File: src/rtl/parity_frame_accum_pkg.sv
// Shared types, mode constants and counter helper for the frame parity accumulator.
package parity_frame_accum_pkg;

   // Two-state frame controller: accumulating beats, or holding a finished result.
   typedef enum logic [0:0] {
      ACC  = 1'b0,
      HOLD = 1'b1
   } state_t;

   // Frame polarity selection as sampled from odd_mode on the first beat.
   localparam logic PAR_EVEN = 1'b0;
   localparam logic PAR_ODD  = 1'b1;

   // Saturating increment; callers widen their counter to 32 bits and pass its ceiling.
   function automatic logic [31:0] sat_inc(input logic [31:0] cnt, input logic [31:0] max_val);
      logic [31:0] res;
      if (cnt >= max_val) begin
         res = max_val;
      end else begin
         res = cnt + 32'd1;
      end
      return res;
   endfunction

endpackage

File: src/rtl/parity_reduce.sv
// Combinational XOR reduction of one beat; usable as a stand-alone parity helper.
module parity_reduce #(
   parameter int WIDTH = 4
) (
   input  logic [WIDTH-1:0] data,
   output logic             parity
);

   // Even parity of a vector, written out bit by bit.
   function automatic logic xor_reduce(input logic [WIDTH-1:0] v);
      logic p;
      p = 1'b0;
      for (int i = 0; i < WIDTH; i++) begin
         p = p ^ v[i];
      end
      return p;
   endfunction

   // Pure combinational reduction, no state.
   always_comb begin
      parity = xor_reduce(data);
   end

endmodule

File: src/rtl/parity_frame_accum.sv
// Frame parity accumulator: folds a valid/ready beat stream into one parity bit,
// a saturating beat count and an overflow flag per in_last-delimited frame.
// CNT_W is limited to 1..32 by the 32-bit counter helper.
module parity_frame_accum
   import parity_frame_accum_pkg::*;
#(
   parameter int WIDTH = 4,
   parameter int CNT_W = 8
) (
   input  logic             clk,
   input  logic             rst,
   input  logic             in_valid,
   output logic             in_ready,
   input  logic [WIDTH-1:0] in_data,
   input  logic             in_last,
   input  logic             odd_mode,
   output logic             out_valid,
   input  logic             out_ready,
   output logic             out_parity,
   output logic [CNT_W-1:0] out_beats,
   output logic             out_ovf
);

   localparam logic [CNT_W-1:0] CNT_MAX = '1;
   localparam logic [CNT_W-1:0] CNT_ONE = CNT_W'(1'b1);

   state_t           state;
   logic             acc;
   logic             first;
   logic [CNT_W-1:0] cnt;
   logic             ovf;
   logic             mode_q;

   logic             beat_par;
   logic             accept;
   logic             mode_eff;
   logic             acc_next;
   logic [CNT_W-1:0] cnt_next;
   logic             ovf_next;

   parity_reduce #(.WIDTH(WIDTH)) u_reduce (
      .data   (in_data),
      .parity (beat_par)
   );

   // Handshake flags come straight from the state register.
   assign in_ready  = (state == ACC);
   assign out_valid = (state == HOLD);

   // Next accumulator, polarity and counter values for a beat accepted this cycle.
   always_comb begin
      accept   = in_valid && (state == ACC);
      mode_eff = first ? odd_mode : mode_q;
      if (first) begin
         acc_next = beat_par;
         cnt_next = CNT_ONE;
         ovf_next = 1'b0;
      end else begin
         acc_next = acc ^ beat_par;
         cnt_next = CNT_W'(sat_inc(32'(cnt), 32'(CNT_MAX)));
         ovf_next = ovf | (cnt == CNT_MAX);
      end
   end

   // Frame controller: accumulate beats in ACC, present and hold the result in HOLD.
   always_ff @(posedge clk) begin
      if (rst) begin
         state      <= ACC;
         acc        <= 1'b0;
         first      <= 1'b1;
         cnt        <= '0;
         ovf        <= 1'b0;
         mode_q     <= PAR_EVEN;
         out_parity <= 1'b0;
         out_beats  <= '0;
         out_ovf    <= 1'b0;
      end else begin
         case (state)
            ACC: begin
               if (accept) begin
                  mode_q <= mode_eff;
                  cnt    <= cnt_next;
                  ovf    <= ovf_next;
                  if (in_last) begin
                     state      <= HOLD;
                     out_parity <= acc_next ^ mode_eff;
                     out_beats  <= cnt_next;
                     out_ovf    <= ovf_next;
                     acc        <= 1'b0;
                     first      <= 1'b1;
                  end else begin
                     acc   <= acc_next;
                     first <= 1'b0;
                  end
               end else begin
                  state <= ACC;
               end
            end
            HOLD: begin
               if (out_ready) begin
                  state <= ACC;
               end else begin
                  state <= HOLD;
               end
            end
            default: begin
               state <= ACC;
            end
         endcase
      end
   end

endmodule
File: config.mk
export PLATFORM = sky130hd
export DESIGN_NAME = parity_frame_accum
export DESIGN_NICKNAME = d
export VERILOG_FILES = /design/src/rtl/parity_frame_accum_pkg.sv /design/src/rtl/parity_reduce.sv /design/src/rtl/parity_frame_accum.sv
export SDC_FILE = /design/constraint.sdc
export NUM_CORES = 1
export LEC_CHECK = 0
export BUFFER_PORTS_ARGS = -buffer_cell sky130_fd_sc_hd__buf_2
export CORE_AREA = 2 2 44 56
export CTS_CLUSTER_DIAMETER = 150
export DETAILED_ROUTE_END_ITERATION = 10
export DIE_AREA = 0 0 46 58
export PLACE_DENSITY = 0.91
export SYNTH_ARGS = -nofsm -noshare
export SYNTH_HDL_FRONTEND = slang
export SYNTH_SLANG_ARGS = --single-unit
File: constraint.sdc
create_clock -name clk -period 2.84 [get_ports clk]
set_input_delay 0.284 -clock clk [delete_from_list [all_inputs] [get_ports clk]]
set_output_delay 0.284 -clock clk [all_outputs]
set_load 0.005 [all_outputs]
==> insert_results.sql, run 1 <==
INSERT INTO impl_metrics (metric_group, metric, value, unit) VALUES
('yosys', 'synth_nets', '147', ''),
('critical_path', 'crit_path_end_kind', 'register', ''),
('sta', 'hold_viol', '0', ''),
('placement', 'pre_cts_slack', '0.6412', 'ns'),
('sta', 'clock-skew-final', '0.004198', 'ns'),
('detailed_routing', 'drcViolationCount', '0', ''),
('layout', 'layout_overhead_on_the_synthesized_area', '9.120', '%'),
('detailed_routing', 'route.final.wire_length', '2577', 'um'),
('critical_path', 'setup.worst_path.class', 'reg2reg', ''),
('detailed_routing', 'route.antenna.remaining_nets', '0', ''),
('yosys', 'synth-edff-count', '0', ''),
('layout', 'fill_cells', '187', ''),
('layout', 'drive_gt1_share', '22.15', '%'),
('floorplanning', 'die_boundary_height', '58', 'um'),
('layout', 'mostFrequentLayoutCell', 'dfxtp_1', ''),
('global_route', 'global_route.peak_usage_layer', 'met2', ''),
('global_route', 'grt_pass1_wl', '4229', 'um'),
('global_route', 'vias_in_the_first_global_route', '1032', ''),
('layout', 'nNetsFinal', '161', ''),
('critical_path', 'cp_data_required_time', '3.04', 'ns'),
('yosys', 'yosys.area.top_type_share', '38.57', '%'),
('clock_tree', 'tritoncts_clock_tree', 'done', ''),
('global_route', 'use_met3', '4.050', '%'),
('sta', 'setup_viol', '0', ''),
('yosys', 'synth_area_leaders', 'dfxtp_1 39%, a21oi_1 5.5%, nand2_1 4.1%', ''),
('layout', 'multiInputGateArea', '660.6', 'um2'),
('layout', 'n_antenna_cell', '0', ''),
('detailed_routing', 'vias_per_cell', '6.306', ''),
('yosys', 'synth-async-reset-ratio', '0', '%'),
('clock_tree', 'tritoncts_num_sinks', '23', ''),
('clock_tree', 'postCtsSetupBuffers', '0', ''),
('sta', 'timing.slew.headroom', '55.71', '%'),
('pwr', 'power_leakage', '0.4958', 'nW'),
('detailed_routing', 'drt_first_pass_iters', '4', ''),
('yosys', 'primary_flip_flop_cell_chosen_by_synthesis_mapping', 'dfxtp_1', ''),
('critical_path', 'timing.critical_path.fanout_max', '17', ''),
('layout', 'register_area', '460.4', 'um2'),
('yosys', 'synthesis.instances', '136', ''),
('sta', 'final_min_period_over_clock_period', '78.86', '%'),
('clock_tree', 'tritoncts.num_buffers', '3', ''),
('placement', 'dp.final_hpwl', '1880', 'um'),
('global_route', 'grt_antenna_before_repair', '0', ''),
('critical_path', 'timing.critical_path.from_type', 'register', ''),
('detailed_routing', 'routed-via-count', '1072', ''),
('sta', 'unrepaired_setup_endpoints_after_global_routing', 'no', ''),
('placement', 'gp_routability_congestion', '0.7727', ''),
('sta', 'setup_ws', '0.6003', 'ns'),
('placement', 'place.port_buffers', '21', ''),
('outcome', 'outcome', 'finished, final reports clean', ''),
('yosys', 'syn-cell-area', '1194', 'um2'),
('detailed_routing', 'routedWlPerCell', '15.16', 'um'),
('sta', 'maxClockFrequency', '446.5', 'MHz'),
('pwr', 'pwr_density_cell', '439.1', 'nW/um2'),
('sta', 'setup-tns-final', '0', 'ns'),
('floorplanning', 'floorplan.rows', '19', ''),
('clock_tree', 'cts_root_buf', 'clkbuf_4', ''),
('yosys', 'postSynthRegisterBits', '23', ''),
('detailed_routing', 'detail_route.iter0.violations', '19', ''),
('floorplanning', 'fp.coreArea', '2140', 'um2'),
('clock_tree', 'cts-htree-levels', '1', ''),
('global_route', 'grt_use_met1', '24.02', '%'),
('layout', 'utilization_of_the_core_after_routing', '60.88', '%'),
('floorplanning', 'chipWidth', '46', 'um'),
('floorplanning', 'die-area', '2668', 'um2'),
('worst_hold_path', 'hp-class', 'in2reg', ''),
('clock_tree', 'insertion_delay', '0.32', 'ns'),
('floorplanning', 'start_util', '55.79', '%'),
('clock_tree', 'cts_buffer_depth', '2', ''),
('job', 'timing.max_cap.violations', '0', ''),
('floorplanning', 'io-pin-count', '22', ''),
('sta', 'timing_max_transition_violations_final', '0', '');
==> critical path, cell delays in order (launching register included) <==
cell	delay, ns
dfxtp_1	0.77
nor2b_4	0.08
xnor2_1	0.42
mux2_4	0.34
or4_1	0.52
==> layer usage <==
layer,part of all wire (%),routed length [um],up-vias
met5,0,0,-
met4,1.8,46,0
met3,4.6,119,4
met2,54,1390,29
met1,40,1022,504
li1,-,-,535
==> cells in the mapped netlist, types with 2 or more instances <==
library cell	n
a211oi_1	6
a21oi_1	13
a31o_2	2
a31oi_1	2
a41oi_1	2
and4_1	4
buf_2	4
clkbuf_1	8
dfxtp_1	23
inv_1	2
nand2_1	13
nand2b_1	2
nand3b_1	5
nor2_1	7
nor4_1	3
o21ai_0	4
o21bai_1	3
o41ai_1	4
or4_1	2
xnor2_1	3
xor2_1	2
==> where the power goes <==
| group | internal [mW] | switching [mW] | total [mW] |
|---|---|---|---|
| Clock | 0.0527 | 0.101 | 0.154 |
| Sequential | 0.331 | 0.0117 | 0.343 |
| Combinational | 0.0338 | 0.0416 | 0.0755 |
| Total | 0.417 | 0.155 | 0.572 |
==> logic make-up (layout without fill, tap and decap cells) <==
group	Yosys count	after routing	share of synthesized area [%]
compound gates	41	41	23.48
xor+xnor	6	6	5.032
fa+ha+maj	1	1	1.048
buf+inv	16	29	6.080
flops	23	23	38.57
mux	3	3	3.249
simple gates	46	46	22.54
==> per-stage QoR <==
step	area [um2]	power [mW]	hold slack, ns	std cells
6_report	1303	0.5720	0.1888	170
5_1_grt	1303	0.5979	0.1737	170
4_1_cts	1303	0.5707	0.1959	170
3_5_place_dp	1275	0.4247	0.4470	166
3_3_place_gp	1275	0.4200	0.4397	166
2_1_floorplan	1194	0.4022	0.3851	136
==> sequential cells by signal, summed over array words and instances, names as in the netlist <==
register,flops
mode_q,1
acc,1
out_ovf,1
ovf,1
out_beats,8
out_parity,1
first,1
out_valid,1
cnt,8
==> layout make-up <==
type                    count  share of cell area, %
flip-flops and latches     23                  35.35
clock buffers               3                  1.729
well taps                  21                  2.017
multi-input cells          97                  50.72
inverters                   2                 0.5764
repair buffers             23                  9.222
clock inverters             1                 0.3842
==> final timing paths <==
path | end | cells after the start | slack, ns | startpoint
min | acc | 2 | 0.19 | in_last
max reg2reg | out_parity | 4 | 0.60 | first
min reg2reg | out_beats[6] | 2 | 0.46 | out_beats[6]
max | out_parity | 4 | 0.60 | first
No activity file was read; power rests on OpenSTA's default activity.
==> run 2, diff against run 1 <==
--- a/config.mk
+++ b/config.mk
@@ -6,11 +6,11 @@
 export NUM_CORES = 1
 export LEC_CHECK = 0
 export BUFFER_PORTS_ARGS = -buffer_cell sky130_fd_sc_hd__buf_2
-export CORE_AREA = 2 2 44 56
+export CORE_AREA = 2 2 48 61
 export CTS_CLUSTER_DIAMETER = 150
 export DETAILED_ROUTE_END_ITERATION = 10
-export DIE_AREA = 0 0 46 58
-export PLACE_DENSITY = 0.91
+export DIE_AREA = 0 0 50 63
+export PLACE_DENSITY = 0.82
 export SYNTH_ARGS = -nofsm -noshare
 export SYNTH_HDL_FRONTEND = slang
 export SYNTH_SLANG_ARGS = --single-unit
==> constraint.sdc (replaced) <==
create_clock -name clk -period 1.9 [get_ports clk]
set_input_delay 0.19 -clock clk [delete_from_list [all_inputs] [get_ports clk]]
set_output_delay 0.19 -clock clk [all_outputs]
set_load 0.005 [all_outputs]
==> run 2 against run 1 <==
Flip-flop and latch count is the same. Wire length increased by 2.6%. Hold slack lost 0.11 ns. Combinational power up 72%. Count of clock-buffer cells in the layout stayed put. Highest routed layer unchanged. Sequential power increased by 48%. Critical path type unchanged.
==> insert_results.sql, run 2 (same netlist as run 1, synthesis figures left out) <==
INSERT INTO impl_metrics (metric_group, metric, value, unit) VALUES
('pwr', 'power_leakage', '0.5252', 'nW'),
('global_route', 'vias_in_the_first_global_route', '1105', ''),
('sta', 'hold_viol', '0', ''),
('outcome', 'outcome', 'finished, final reports clean', ''),
('clock_tree', 'tritoncts_num_sinks', '23', ''),
('floorplanning', 'start_util', '45.89', '%'),
('global_route', 'largest_net_degree_at_the_start_of_global_routing', '18', ''),
('clock_tree', 'cts-htree-levels', '1', ''),
('floorplanning', 'die-area', '3150', 'um2'),
('clock_tree', 'tritoncts.num_buffers', '3', ''),
('sta', 'setup-tns-final', '0', 'ns'),
('placement', 'place.port_buffers', '21', ''),
('layout', 'drive_gt1_share', '25.16', '%'),
('sta', 'clock-skew-final', '0.008142', 'ns'),
('layout', 'instances_no_fill', '189', ''),
('critical_path', 'setup.worst_path.class', 'reg2reg', ''),
('layout', 'fill_cells', '255', ''),
('placement', 'gp_routability_congestion', '0.8863', ''),
('layout', 'layout_top_registers', 'cnt (8), out_beats (8)', ''),
('detailed_routing', 'route.antenna.remaining_nets', '0', ''),
('detailed_routing', 'routed-via-count', '1095', ''),
('detailed_routing', 'detail_route.iter0.violations', '25', ''),
('sta', 'setup_viol', '0', ''),
('sta', 'final_min_period_over_clock_period', '93.94', '%'),
('floorplanning', 'fp.coreArea', '2601', 'um2'),
('critical_path', 'timing.critical_path.fanout_max', '5', ''),
('clock_tree', 'cts-hold-fix-buffers', '0', ''),
('detailed_routing', 'drcViolationCount', '0', ''),
('clock_tree', 'insertion_delay', '0.31', 'ns'),
('global_route', 'grt_pass1_wl', '4692', 'um'),
('layout', 'nNetsFinal', '167', ''),
('placement', 'dp.final_hpwl', '1948', 'um'),
('layout', 'n_antenna_cell', '0', ''),
('floorplanning', 'floorplan.rows', '21', ''),
('critical_path', 'slowest_stage', 'or4_1', ''),
('layout', 'mostFrequentLayoutCell', 'dfxtp_1', ''),
('floorplanning', 'chipWidth', '50', 'um'),
('clock_tree', 'postCtsSetupBuffers', '0', ''),
('job', 'timing.max_cap.violations', '0', ''),
('global_route', 'gr-total-overflow', '0', ''),
('layout', 'register_area', '460.4', 'um2'),
('clock_tree', 'postCtsResizedCells', '0', ''),
('critical_path', 'timing.critical_path.from_type', 'register', ''),
('sta', 'timing_max_transition_violations_final', '0', ''),
('clock_tree', 'path_clk_slew', '0.13', 'ns'),
('global_route', 'grt_use_met1', '23.28', '%'),
('sta', 'maxClockFrequency', '560.3', 'MHz'),
('detailed_routing', 'routedWlPerCell', '13.99', 'um'),
('critical_path', 'cell_by_cell_trace_of_the_critical_path', 'mux2i_2, nor4_1, mux2_4, or4_1', ''),
('pwr', 'pwr_density_cell', '632.9', 'nW/um2'),
('floorplanning', 'io-pin-count', '22', ''),
('floorplanning', 'die_boundary_height', '63', 'um'),
('critical_path', 'worst-endpoint-arrival', '1.98', 'ns'),
('sta', 'unrepaired_setup_endpoints_after_global_routing', 'no', ''),
('critical_path', 'crit_path_end_kind', 'register', ''),
('clock_tree', 'cts_buffer_depth', '2', ''),
('sta', 'timing.slew.headroom', '80.93', '%'),
('critical_path', 'cp_data_required_time', '2.09', 'ns'),
('clock_tree', 'cts_root_buf', 'clkbuf_4', ''),
('global_route', 'global_route.peak_usage_layer', 'met2', ''),
('global_route', 'grt_usage', '18.74', '%'),
('global_route', 'use_met3', '2.632', '%'),
('critical_path', 'crit_family', 'multiplexers', ''),
('critical_path', 'max_stage_delay', '0.52', 'ns'),
('layout', 'multiInputGateArea', '660.6', 'um2'),
('worst_hold_path', 'hp-class', 'in2reg', ''),
('global_route', 'use_met2', '31.41', '%'),
('global_route', 'grt_antenna_before_repair', '0', ''),
('clock_tree', 'tritoncts_clock_tree', 'done', ''),
('detailed_routing', 'vias_per_cell', '5.794', ''),
('critical_path', 'path_buf_inv', '0', ''),
('pwr', 'irDropWorstVdd', '0.0003787', 'V'),
('detailed_routing', 'route.final.wire_length', '2645', 'um'),
('placement', 'placed_cells', '185', ''),
('sta', 'finalCriticalPeriod', '1.785', 'ns'),
('sta', 'worstMarginPinSlew', '0.2805', 'ns'),
('layout', 'layout_overhead_on_the_synthesized_area', '14.26', '%'),
('detailed_routing', 'drt_first_pass_iters', '4', ''),
('layout', 'most-common-layout-cells', '23 x dfxtp_1, 21 x buf_2, 13 x nand2_1, 13 x a21oi_1, 8 x buf_4', '');
run 2: cell types whose count changed in the layout (fill, tap and decap cells not counted):
cell / before / now
buf_4: 2 / 8
run 2: metal layers:
layer  vias up  part of all wire, %
met5         -                    0
met1       520                   41
met4         0                 0.68
li1        543                    -
met3         2                  5.0
met2        30                   53
run 2: power by group:
| group | switching, mW | internal, mW | leakage (nW) |
|---|---|---|---|
| registers | 0.0116 | 0.495 | 0.187 |
| clock network | 0.149 | 0.0786 | 0.0177 |
| logic | 0.0709 | 0.0588 | 0.321 |
run 2: layout make-up:
cell class,count,share of cell area (%)
Inverter,2,0.5505
Timing Repair Buffer,29,12.11
Multi-Input combinational cell,97,48.44
Clock inverter,1,0.3670
Clock buffer,3,1.651
Tap cell,34,3.119
Sequential cell,23,33.76
run 2: final timing paths:
kind / startpoint / endpoint / slack [ns] / cells after the start
worst max-delay path: first / out_parity / 0.12 / 4
worst min-delay path: in_last / acc / 0.08 / 2
worst max register to register: first / out_parity / 0.12 / 4
worst min register to register: out_beats[1] / out_beats[1] / 0.46 / 2
run 2: worst reg2reg max path, stage by stage (launching register included):
cell,delay (ns)
dfxtp_1,0.46
mux2i_2,0.35
nor4_1,0.08
mux2_4,0.27
or4_1,0.52
run 2: stage by stage:
step / power (mW) / util (%) / setup slack [ns] / hold WS (ns) / instance area, um2
5_1_grt: 0.9053 / 52.43 / 0.03028 / 0.07197 / 1364
6_report: 0.8632 / 52.43 / 0.1151 / 0.07761 / 1364
4_1_cts: 0.8691 / 52.43 / 0.1118 / 0.06871 / 1364
2_1_floorplan: 0.6012 / - / 0.1790 / 0.2911 / 1194
3_3_place_gp: 0.6399 / 51.37 / 0.2526 / 0.4104 / 1336
3_5_place_dp: 0.6461 / 51.37 / 0.1289 / 0.4147 / 1336
